<file path="config.mk">
export PLATFORM = sky130hd
export DESIGN_NAME = pattern_serial_loader_flat
export DESIGN_NICKNAME = d
export VERILOG_FILES = /design/src/rtl/pattern_serial_loader_if.sv /design/src/rtl/pattern_serial_loader.sv /design/src/flat_wrapper.sv
export SDC_FILE = /design/constraint.sdc
export NUM_CORES = 1
export LEC_CHECK = 0
export BUFFER_PORTS_ARGS = -buffer_cell sky130_fd_sc_hd__buf_2
export CAP_MARGIN = 20
export CORE_MARGIN = 2
export CORE_UTILIZATION = 47
export CTS_BUF_LIST = sky130_fd_sc_hd__clkbuf_16
export DETAILED_ROUTE_END_ITERATION = 8
export PLACE_DENSITY = 0.77
export SYNTH_ARGS = -nofsm -noshare
export SYNTH_HDL_FRONTEND = slang
export SYNTH_SLANG_ARGS = --single-unit
</file>
<file path="constraint.sdc">
create_clock -name clk -period 1.92 [get_ports clk]
set_clock_uncertainty 0.1 [all_clocks]
set_input_delay 0.384 -clock clk [delete_from_list [all_inputs] [get_ports clk]]
set_output_delay 0.384 -clock clk [all_outputs]
set_load 0.02 [all_outputs]
</file>
<file path="src/rtl/pattern_serial_loader_if.sv">
// Host-side and serial-chain signals of the pattern buffer serial loader.
// The slave modport is the loader's view; master is the host/chain side.
interface pattern_serial_loader_if #(
  parameter int buffer_size  = 22,
  parameter int buffer_width = 8
);
  localparam int N = buffer_size * buffer_width;

  logic         start;
  logic         ready;
  logic [2:0]   addr_in;
  logic [N-1:0] data_in;
  logic         sclk;
  logic         sin;
  logic         ssel;
  logic [2:0]   saddr;
  logic         sout;
  logic         done;
  logic [N-1:0] rdata;

  modport slave (
    input  start, addr_in, data_in, sout,
    output ready, sclk, sin, ssel, saddr, done, rdata
  );

  modport master (
    output start, addr_in, data_in, sout,
    input  ready, sclk, sin, ssel, saddr, done, rdata
  );
endinterface

</file>
<file path="src/rtl/pattern_serial_loader.sv">
// Serial configuration master: shifts one buffer image out MSB first on sclk/sin.
// Define PATTERN_LOADER_READBACK_EN to capture the chain's sout return into rdata.
module pattern_serial_loader #(
  parameter int buffer_size  = 22,
  parameter int buffer_width = 8,
  parameter int clk_div      = 4
) (
  input  logic                     clk,
  input  logic                     rst_n,
  pattern_serial_loader_if.slave   bus
);
  localparam int N  = buffer_size * buffer_width;
  localparam int CW = $clog2(N + 1);
  localparam logic [7:0]    DIV_LAST = 8'(clk_div - 1);
  localparam logic [CW-1:0] BITS_N   = CW'(N);
  localparam logic [CW-1:0] BITS_ONE = CW'(1);

  typedef enum logic [2:0] {IDLE, SETUP, HIGH, LOW, HOLD, DONE} state_t;

  state_t        state;
  logic [7:0]    div_cnt;
  logic [CW-1:0] bit_cnt;
  logic [N-1:0]  shift_reg;
  logic          div_last;

  assign div_last = (div_cnt == DIV_LAST);

`ifdef PATTERN_LOADER_READBACK_EN
  logic [N-1:0] rb_reg;
`else
  assign bus.rdata = '0;
`endif

  // Every phase lasts clk_div cycles; sin only moves on the edge that drops sclk.
  always_ff @(posedge clk or negedge rst_n) begin
    if (!rst_n) begin
      state     <= IDLE;
      div_cnt   <= '0;
      bit_cnt   <= '0;
      shift_reg <= '0;
      bus.ready <= 1'b1;
      bus.sclk  <= 1'b0;
      bus.sin   <= 1'b0;
      bus.ssel  <= 1'b0;
      bus.saddr <= '0;
      bus.done  <= 1'b0;
`ifdef PATTERN_LOADER_READBACK_EN
      rb_reg    <= '0;
      bus.rdata <= '0;
`endif
    end else begin
      bus.done <= 1'b0;
      case (state)
        IDLE: begin
          if (bus.start) begin
            shift_reg <= bus.data_in;
            bus.saddr <= bus.addr_in;
            bit_cnt   <= BITS_N;
            div_cnt   <= '0;
            bus.ready <= 1'b0;
            bus.ssel  <= 1'b1;
            bus.sin   <= bus.data_in[N-1];
            state     <= SETUP;
          end
        end
        SETUP, LOW: begin
          if (div_last) begin
            div_cnt  <= '0;
            bus.sclk <= 1'b1;
            state    <= HIGH;
          end else begin
            div_cnt <= div_cnt + 8'd1;
          end
        end
        HIGH: begin
          if (div_last) begin
            div_cnt  <= '0;
            bus.sclk <= 1'b0;
            bit_cnt  <= bit_cnt - BITS_ONE;
`ifdef PATTERN_LOADER_READBACK_EN
            rb_reg   <= {rb_reg[N-2:0], bus.sout};
`endif
            if (bit_cnt == BITS_ONE) begin
              state <= HOLD;
            end else begin
              shift_reg <= {shift_reg[N-2:0], 1'b0};
              bus.sin   <= shift_reg[N-2];
              state     <= LOW;
            end
          end else begin
            div_cnt <= div_cnt + 8'd1;
          end
        end
        HOLD: begin
          if (div_last) begin
            div_cnt   <= '0;
            bus.ssel  <= 1'b0;
            bus.sin   <= 1'b0;
            bus.done  <= 1'b1;
`ifdef PATTERN_LOADER_READBACK_EN
            bus.rdata <= rb_reg;
`endif
            state     <= DONE;
          end else begin
            div_cnt <= div_cnt + 8'd1;
          end
        end
        DONE: begin
          bus.ready <= 1'b1;
          state     <= IDLE;
        end
        default: state <= IDLE;
      endcase
    end
  end
endmodule

</file>
<file path="src/flat_wrapper.sv">
// flat-port wrapper written by rule: the top's interface ports become plain ports
module pattern_serial_loader_flat 
#(
  parameter int buffer_size  = 22,
  parameter int buffer_width = 8,
  parameter int clk_div      = 4
)
  (clk, rst_n, bus_start, bus_addr_in, bus_data_in, bus_sout, bus_ready, bus_sclk, bus_sin, bus_ssel, bus_saddr, bus_done, bus_rdata);
  pattern_serial_loader_if #(.buffer_size(buffer_size), .buffer_width(buffer_width)) bus_i ();
  input  logic clk;
  input  logic rst_n;
  input wire logic [$bits(bus_i.start)-1:0] bus_start;
  input wire logic [$bits(bus_i.addr_in)-1:0] bus_addr_in;
  input wire logic [$bits(bus_i.data_in)-1:0] bus_data_in;
  input wire logic [$bits(bus_i.sout)-1:0] bus_sout;
  output wire logic [$bits(bus_i.ready)-1:0] bus_ready;
  output wire logic [$bits(bus_i.sclk)-1:0] bus_sclk;
  output wire logic [$bits(bus_i.sin)-1:0] bus_sin;
  output wire logic [$bits(bus_i.ssel)-1:0] bus_ssel;
  output wire logic [$bits(bus_i.saddr)-1:0] bus_saddr;
  output wire logic [$bits(bus_i.done)-1:0] bus_done;
  output wire logic [$bits(bus_i.rdata)-1:0] bus_rdata;
  assign bus_i.start = bus_start;
  assign bus_i.addr_in = bus_addr_in;
  assign bus_i.data_in = bus_data_in;
  assign bus_i.sout = bus_sout;
  assign bus_ready = bus_i.ready;
  assign bus_sclk = bus_i.sclk;
  assign bus_sin = bus_i.sin;
  assign bus_ssel = bus_i.ssel;
  assign bus_saddr = bus_i.saddr;
  assign bus_done = bus_i.done;
  assign bus_rdata = bus_i.rdata;
  pattern_serial_loader #(.buffer_size(buffer_size), .buffer_width(buffer_width), .clk_div(clk_div)) u_core (.clk(clk), .rst_n(rst_n), .bus(bus_i));
endmodule
</file>
Word level (Yosys, flattened, before mapping)

Cells that the tools add are included.
W data, S select, Z words.

Equal/unequal tests: 12
$add $sub $neg: 2
Reductions and logical operators: 18
Mux-type cells: 29

Operators with widths:

| kind                  | count |
|---|---|
| $mux W175             | 3 |
| $pmux W175 S2         | 1 |
| $mux W8               | 4 |
| $pmux W8 S2           | 2 |
| $mux W3               | 5 |
| $pmux W3 S4           | 1 |
| $reduce_bool A2 Y1    | 5 |
| $mux W1               | 9 |
| $reduce_and A3 Y1     | 3 |
| $add A8 B1 Y8 const B | 1 |
| $eq A8 B1 Y1 const B  | 1 |
| $eq A8 B2 Y1 const B  | 1 |
| $reduce_and A4 Y1     | 2 |
| $sub A8 B1 Y8 const B | 1 |
| $eq A3 B2 Y1 const B  | 2 |
| $eq A3 B3 Y1 const B  | 2 |
| $ne A2 B1 Y1 const B  | 3 |
| $pmux W1 S2           | 3 |
| $reduce_and A2 Y1     | 3 |
| $reduce_and A5 Y1     | 1 |
| $ne A2 B2 Y1 const B  | 2 |
| $reduce_or A4 Y1      | 1 |
| $eq A3 B1 Y1 const B  | 1 |
| $logic_not A3 Y1      | 1 |
| other kinds (3)       | 3 |

Register bits after elaboration: 202

Logic depth before layout (Yosys ltp)

Depth after elaboration: 4
Mapped depth: 8

Worst setup path after synthesis

OpenSTA, ideal clock, no wires.

Kind: reg-to-reg
Start: reg u_core.div_cnt[0]
End: reg u_core.bus.sin
Path buffers: 1
Data arrival time: 1.856 ns
Slack: -0.161 ns
Period minus slack after synthesis: 2.081 ns
Stages on the path, launching flop included: 7
Required time: 1.695 ns
Cell sequence: dfrtp_1 > ha_1 > nor3b_1 > clkbuf_4 > nand2_1 > o311ai_1 > mux2_2

Cells in the longest elaborated chain, start to end: 3
Elaborated cells between the ends (all ways): 4

Ends and longest elaborated chain:

| element                       | RTL line                       | RTL |
|---|---|---|
| start, declared               | pattern_serial_loader.sv:21    | `logic [7:0] div_cnt;` |
| start signal, assigned        | pattern_serial_loader.sv:72    | `div_cnt <= div_cnt + 8'd1;` |
| start signal, assigned        | pattern_serial_loader.sv:91    | `div_cnt <= div_cnt + 8'd1;` |
| start signal, assigned        | pattern_serial_loader.sv:105   | `div_cnt <= div_cnt + 8'd1;` |
| $eq A8 B2 Y1 *                | pattern_serial_loader.sv:26    | `assign div_last = (div_cnt == DIV_LAST);` |
| $ne A2 B1 Y1 (no line)        | --                             |  |
| $reduce_and A5 Y1 (no line) * | --                             |  |
| end signal, assigned          | pattern_serial_loader.sv:62    | `bus.sin <= bus.data_in[N-1];` |
| end signal, assigned          | pattern_serial_loader.sv:87    | `bus.sin <= shift_reg[N-2];` |
| end, declared                 | pattern_serial_loader_if.sv:23 | `output ready, sclk, sin, ssel, saddr, done, rdata` |

Every way passes the cells marked *; elsewhere a longest branch is shown, timed or not.
A chain may end at the register's enable or synchronous reset.

Worst setup path in the final report

Start: reg u_core.bit_cnt[1]
End: reg u_core.shift_reg[162]

Cells in the longest elaborated chain, start to end: 3

Ends and longest elaborated chain:

| element                     | RTL line                    | RTL |
|---|---|---|
| start, declared             | pattern_serial_loader.sv:22 | `logic [CW-1:0] bit_cnt;` |
| start signal, assigned      | pattern_serial_loader.sv:79 | `bit_cnt <= bit_cnt - BITS_ONE;` |
| $eq A8 B1 Y1                | pattern_serial_loader.sv:83 | `if (bit_cnt == BITS_ONE) begin` |
| $ne A2 B2 Y1 (no line)      | --                          |  |
| $reduce_and A4 Y1 (no line) | --                          |  |
| end signal, assigned        | pattern_serial_loader.sv:56 | `shift_reg <= bus.data_in;` |
| end signal, assigned        | pattern_serial_loader.sv:86 | `shift_reg <= {shift_reg[N-2:0], 1'b0};` |
| end, declared               | pattern_serial_loader.sv:23 | `logic [N-1:0] shift_reg;` |

Every way passes these cells.

==> impl_metrics.tcl <==
set metrics [dict create \
    startpoint_type "register" \
    layout_commonest_cell "dfrtp_1" \
    path_clk_slew_ns 0.06 \
    path_max_fanout 18 \
    yosysWarnings 0 \
    grt_overflow 0 \
    grt_setup_unrepaired "true" \
    initialDrtViolationCount 290 \
    p_per_area_nw_per_um2 638 \
    cts_tree "built" \
    htreeDepth 1 \
    synth_edf_count 0 \
    cts-root-buf "clkbuf_16" \
    initial_core_util 0.479 \
    async_reset_ff_frac 1.00 \
    antenna_found_initial 1 \
    crit_type "reg -> reg" \
    final_nets 1371 \
    violations "setup timing" \
    post-route-min-period_ns 2.14 \
    die_w_um 164 \
    grt_pass1_wl_um 38000 \
    route.detailed.drc 0 \
    firstDrtPassIters 4 \
    wl_um 24300 \
    dieArea_um2 27000 \
    syn-cell-area_um2 12100 \
    power_frac_seq 0.468 \
    p_switching_uw 2250 \
    dpl-instance-area_um2 13400 \
    intPower_uw 6890 \
    ys_ff_latch 202 \
    clock_latency_ns 0.51 \
    grt_pass1_vias 7589 \
    period_share 1.11 \
    layout_common_cells "dfrtp_1 (201), buf_2 (189), conb_1 (176), mux2_4 (164), mux2_2 (131)" \
    ir_drop_mv 0.542 \
    grt_max_degree 47 \
    drive_gt1_frac 0.528 \
    finalWorstSetupSlack_ns -0.217 \
    dp.cells 1472 \
    ys_types 58 \
    cp.required_ns 2.20 \
    setup_viol_count_final 174 \
    io-pin-count 367 \
    p_comb_frac 0.090 \
    vias_per_cell 4.72 \
    run_status "finished with violations" \
    arrival_ns 2.42 \
    sw_frac_of_total 0.246 \
    place.gp.congestion 0.824 \
    coreArea_um2 25200 \
    drv_cap 0 \
    largest_reg_flops 175 \
    vias 7227 \
    end_kind "register" \
    fin_tns_setup_ns -29.56 \
    syn_inst 916 \
    post-dp-hpwl_um 17200 \
    hold_viol_final 0 \
    io_buffers 189 \
    clock-sinks 202 \
    hp-class "in -> reg" \
    final_max_slew_viol_count 0 \
    hold_slack_ns 0.116 \
    detail-route-antenna-nets 0 \
    die_y_um 164 \
    syn_avg_cell_area_um2 13.2 \
    power_frac_clock 0.442 \
    area_growth_pct 18.7 \
    max_clock_freq_mhz 468 \
    ys_seq_area_frac 0.419 \
    globalRouteTotalUtil 0.172 \
    final_area_um2 14300 \
    ys.flop_type "dfrtp_1" \
    num_rows 58 \
    leakagePower_uw 0.00766 \
    cts_made_buffers 24 \
    stdcell_count 1532 \
    clock_path_buffers 3 \
    avgRoutedWirePerCell_um 15.8 \
]
==> worst paths after layout <==
path | start | to | slack, ns | depth (start not counted)
worst max-delay path | u_core.bit_cnt[1]$_DFFE_PN0P_ | u_core.shift_reg[162]$_DFFE_PN0P_ | -0.22 | 8
worst min-delay path | bus_data_in[88] | u_core.shift_reg[88]$_DFFE_PN0P_ | 0.12 | 3
worst max register to register | u_core.bit_cnt[1]$_DFFE_PN0P_ | u_core.shift_reg[162]$_DFFE_PN0P_ | -0.22 | 8
worst min register to register | u_core.bus.saddr[1]$_DFFE_PN0P_ | u_core.bus.saddr[1]$_DFFE_PN0P_ | 0.37 | 2
max in group asynchronous | rst_n | u_core.bus.ready$_DFFE_PN1P_ | 0.81 | 3
min in group asynchronous | rst_n | u_core.shift_reg[40]$_DFFE_PN0P_ | 0.31 | 2
==> power groups by stage <==
| stage | clock network [uW] | registers, uW | logic (uW) |
|---|---|---|---|
| 6_report | 4040 | 4270 | 824 |
| 5_1_grt | 4340 | 4270 | 909 |
| 4_1_cts | 4160 | 4270 | 826 |
| 3_5_place_dp | 0 | 4350 | 813 |
| 3_3_place_gp | 0 | 4350 | 800 |
| 2_1_floorplan | 0 | 4350 | 746 |
==> cell families (layout without fill, tap and decap cells) <==
| family | count (synthesis) | count (layout) | share of synthesized area |
|---|---|---|---|
| and+or+nand+nor | 83 | 83 | 0.0360 |
| DFF | 202 | 202 | 0.419 |
| muxes | 351 | 351 | 0.374 |
| AOI/OAI and AO/OA | 44 | 44 | 0.0246 |
| xor gates and xnor gates | 3 | 3 | 0.00218 |
| buffers and inverters | 229 | 338 | 0.140 |
| adders and majority gates | 3 | 3 | 0.00311 |
| other | 1 | 178 | 0.000311 |
==> metal layers <==
metal / GRT usage / up-vias / routed length, um
met1: 0.216 / 3583 / 9950
met4: 0.0459 / 0 / 414
met2: 0.300 / 216 / 12400
met5: 0 / - / 0
li1: - / 3397 / -
met3: 0.0376 / 31 / 1550
==> area by class of cell <==
cell class | count | area, um^2
fill | 2044 | 10900
sequential | 202 | 5060
multi-input combinational | 660 | 6110
timing repair buffer | 290 | 2000
clock buffer | 25 | 626
antenna | 2 | 5.00
clock inverter | 16 | 66.3
inverter | 7 | 26.3
tap | 330 | 413
==> what timing repair did <==
action	CTS	global route
endpoints found under the hold margin	41	0
resized for setup	22	10
cloned	0	1
hold buffers	4	0
pin swaps	0	3
buffers inserted	5	8
setup endpoints to repair	182	183
==> worst max-delay path, cell delays in order, from the launching register on <==
cell	delay, ns
dfrtp_1	0.39
inv_2	0.06
ha_1	0.13
nor4b_4	0.21
nand2_2	0.12
o211ai_4	0.25
buf_12	0.21
buf_12	0.20
mux2_4	0.32
==> metrics by stage <==
step                      total power, uW  setup slack (ns)  utilization
after floorplan                      5100           -0.0816            -
after global placement               5150            -0.214        0.530
after detailed placement             5160            -0.249        0.530
after CTS                            9260            -0.244        0.564
after global routing                 9520            -0.324        0.568
final                                9130            -0.217        0.568
==> Yosys cell counts (3+ instances only) <==
| master | count | area share |
|---|---|---|
| buf_4 | 178 | 0.11 |
| dfrtp_1 | 201 | 0.42 |
| o31ai_1 | 5 | 0.0031 |
| a21oi_1 | 11 | 0.0046 |
| mux2_2 | 146 | 0.14 |
| xor2_1 | 3 | 0.0022 |
| mux2_1 | 54 | 0.050 |
| o21ai_0 | 12 | 0.0050 |
| inv_1 | 6 | 0.0019 |
| ha_1 | 3 | 0.0031 |
| buf_6 | 18 | 0.017 |
| buf_2 | 22 | 0.0091 |
| mux2_4 | 149 | 0.19 |
| nor2_1 | 15 | 0.0047 |
| nand2_1 | 25 | 0.0078 |
| clkbuf_1 | 3 | 0.00093 |
| or4_1 | 6 | 0.0037 |
| nand3_1 | 11 | 0.0046 |
No activity file was read; power rests on OpenSTA's default activity.
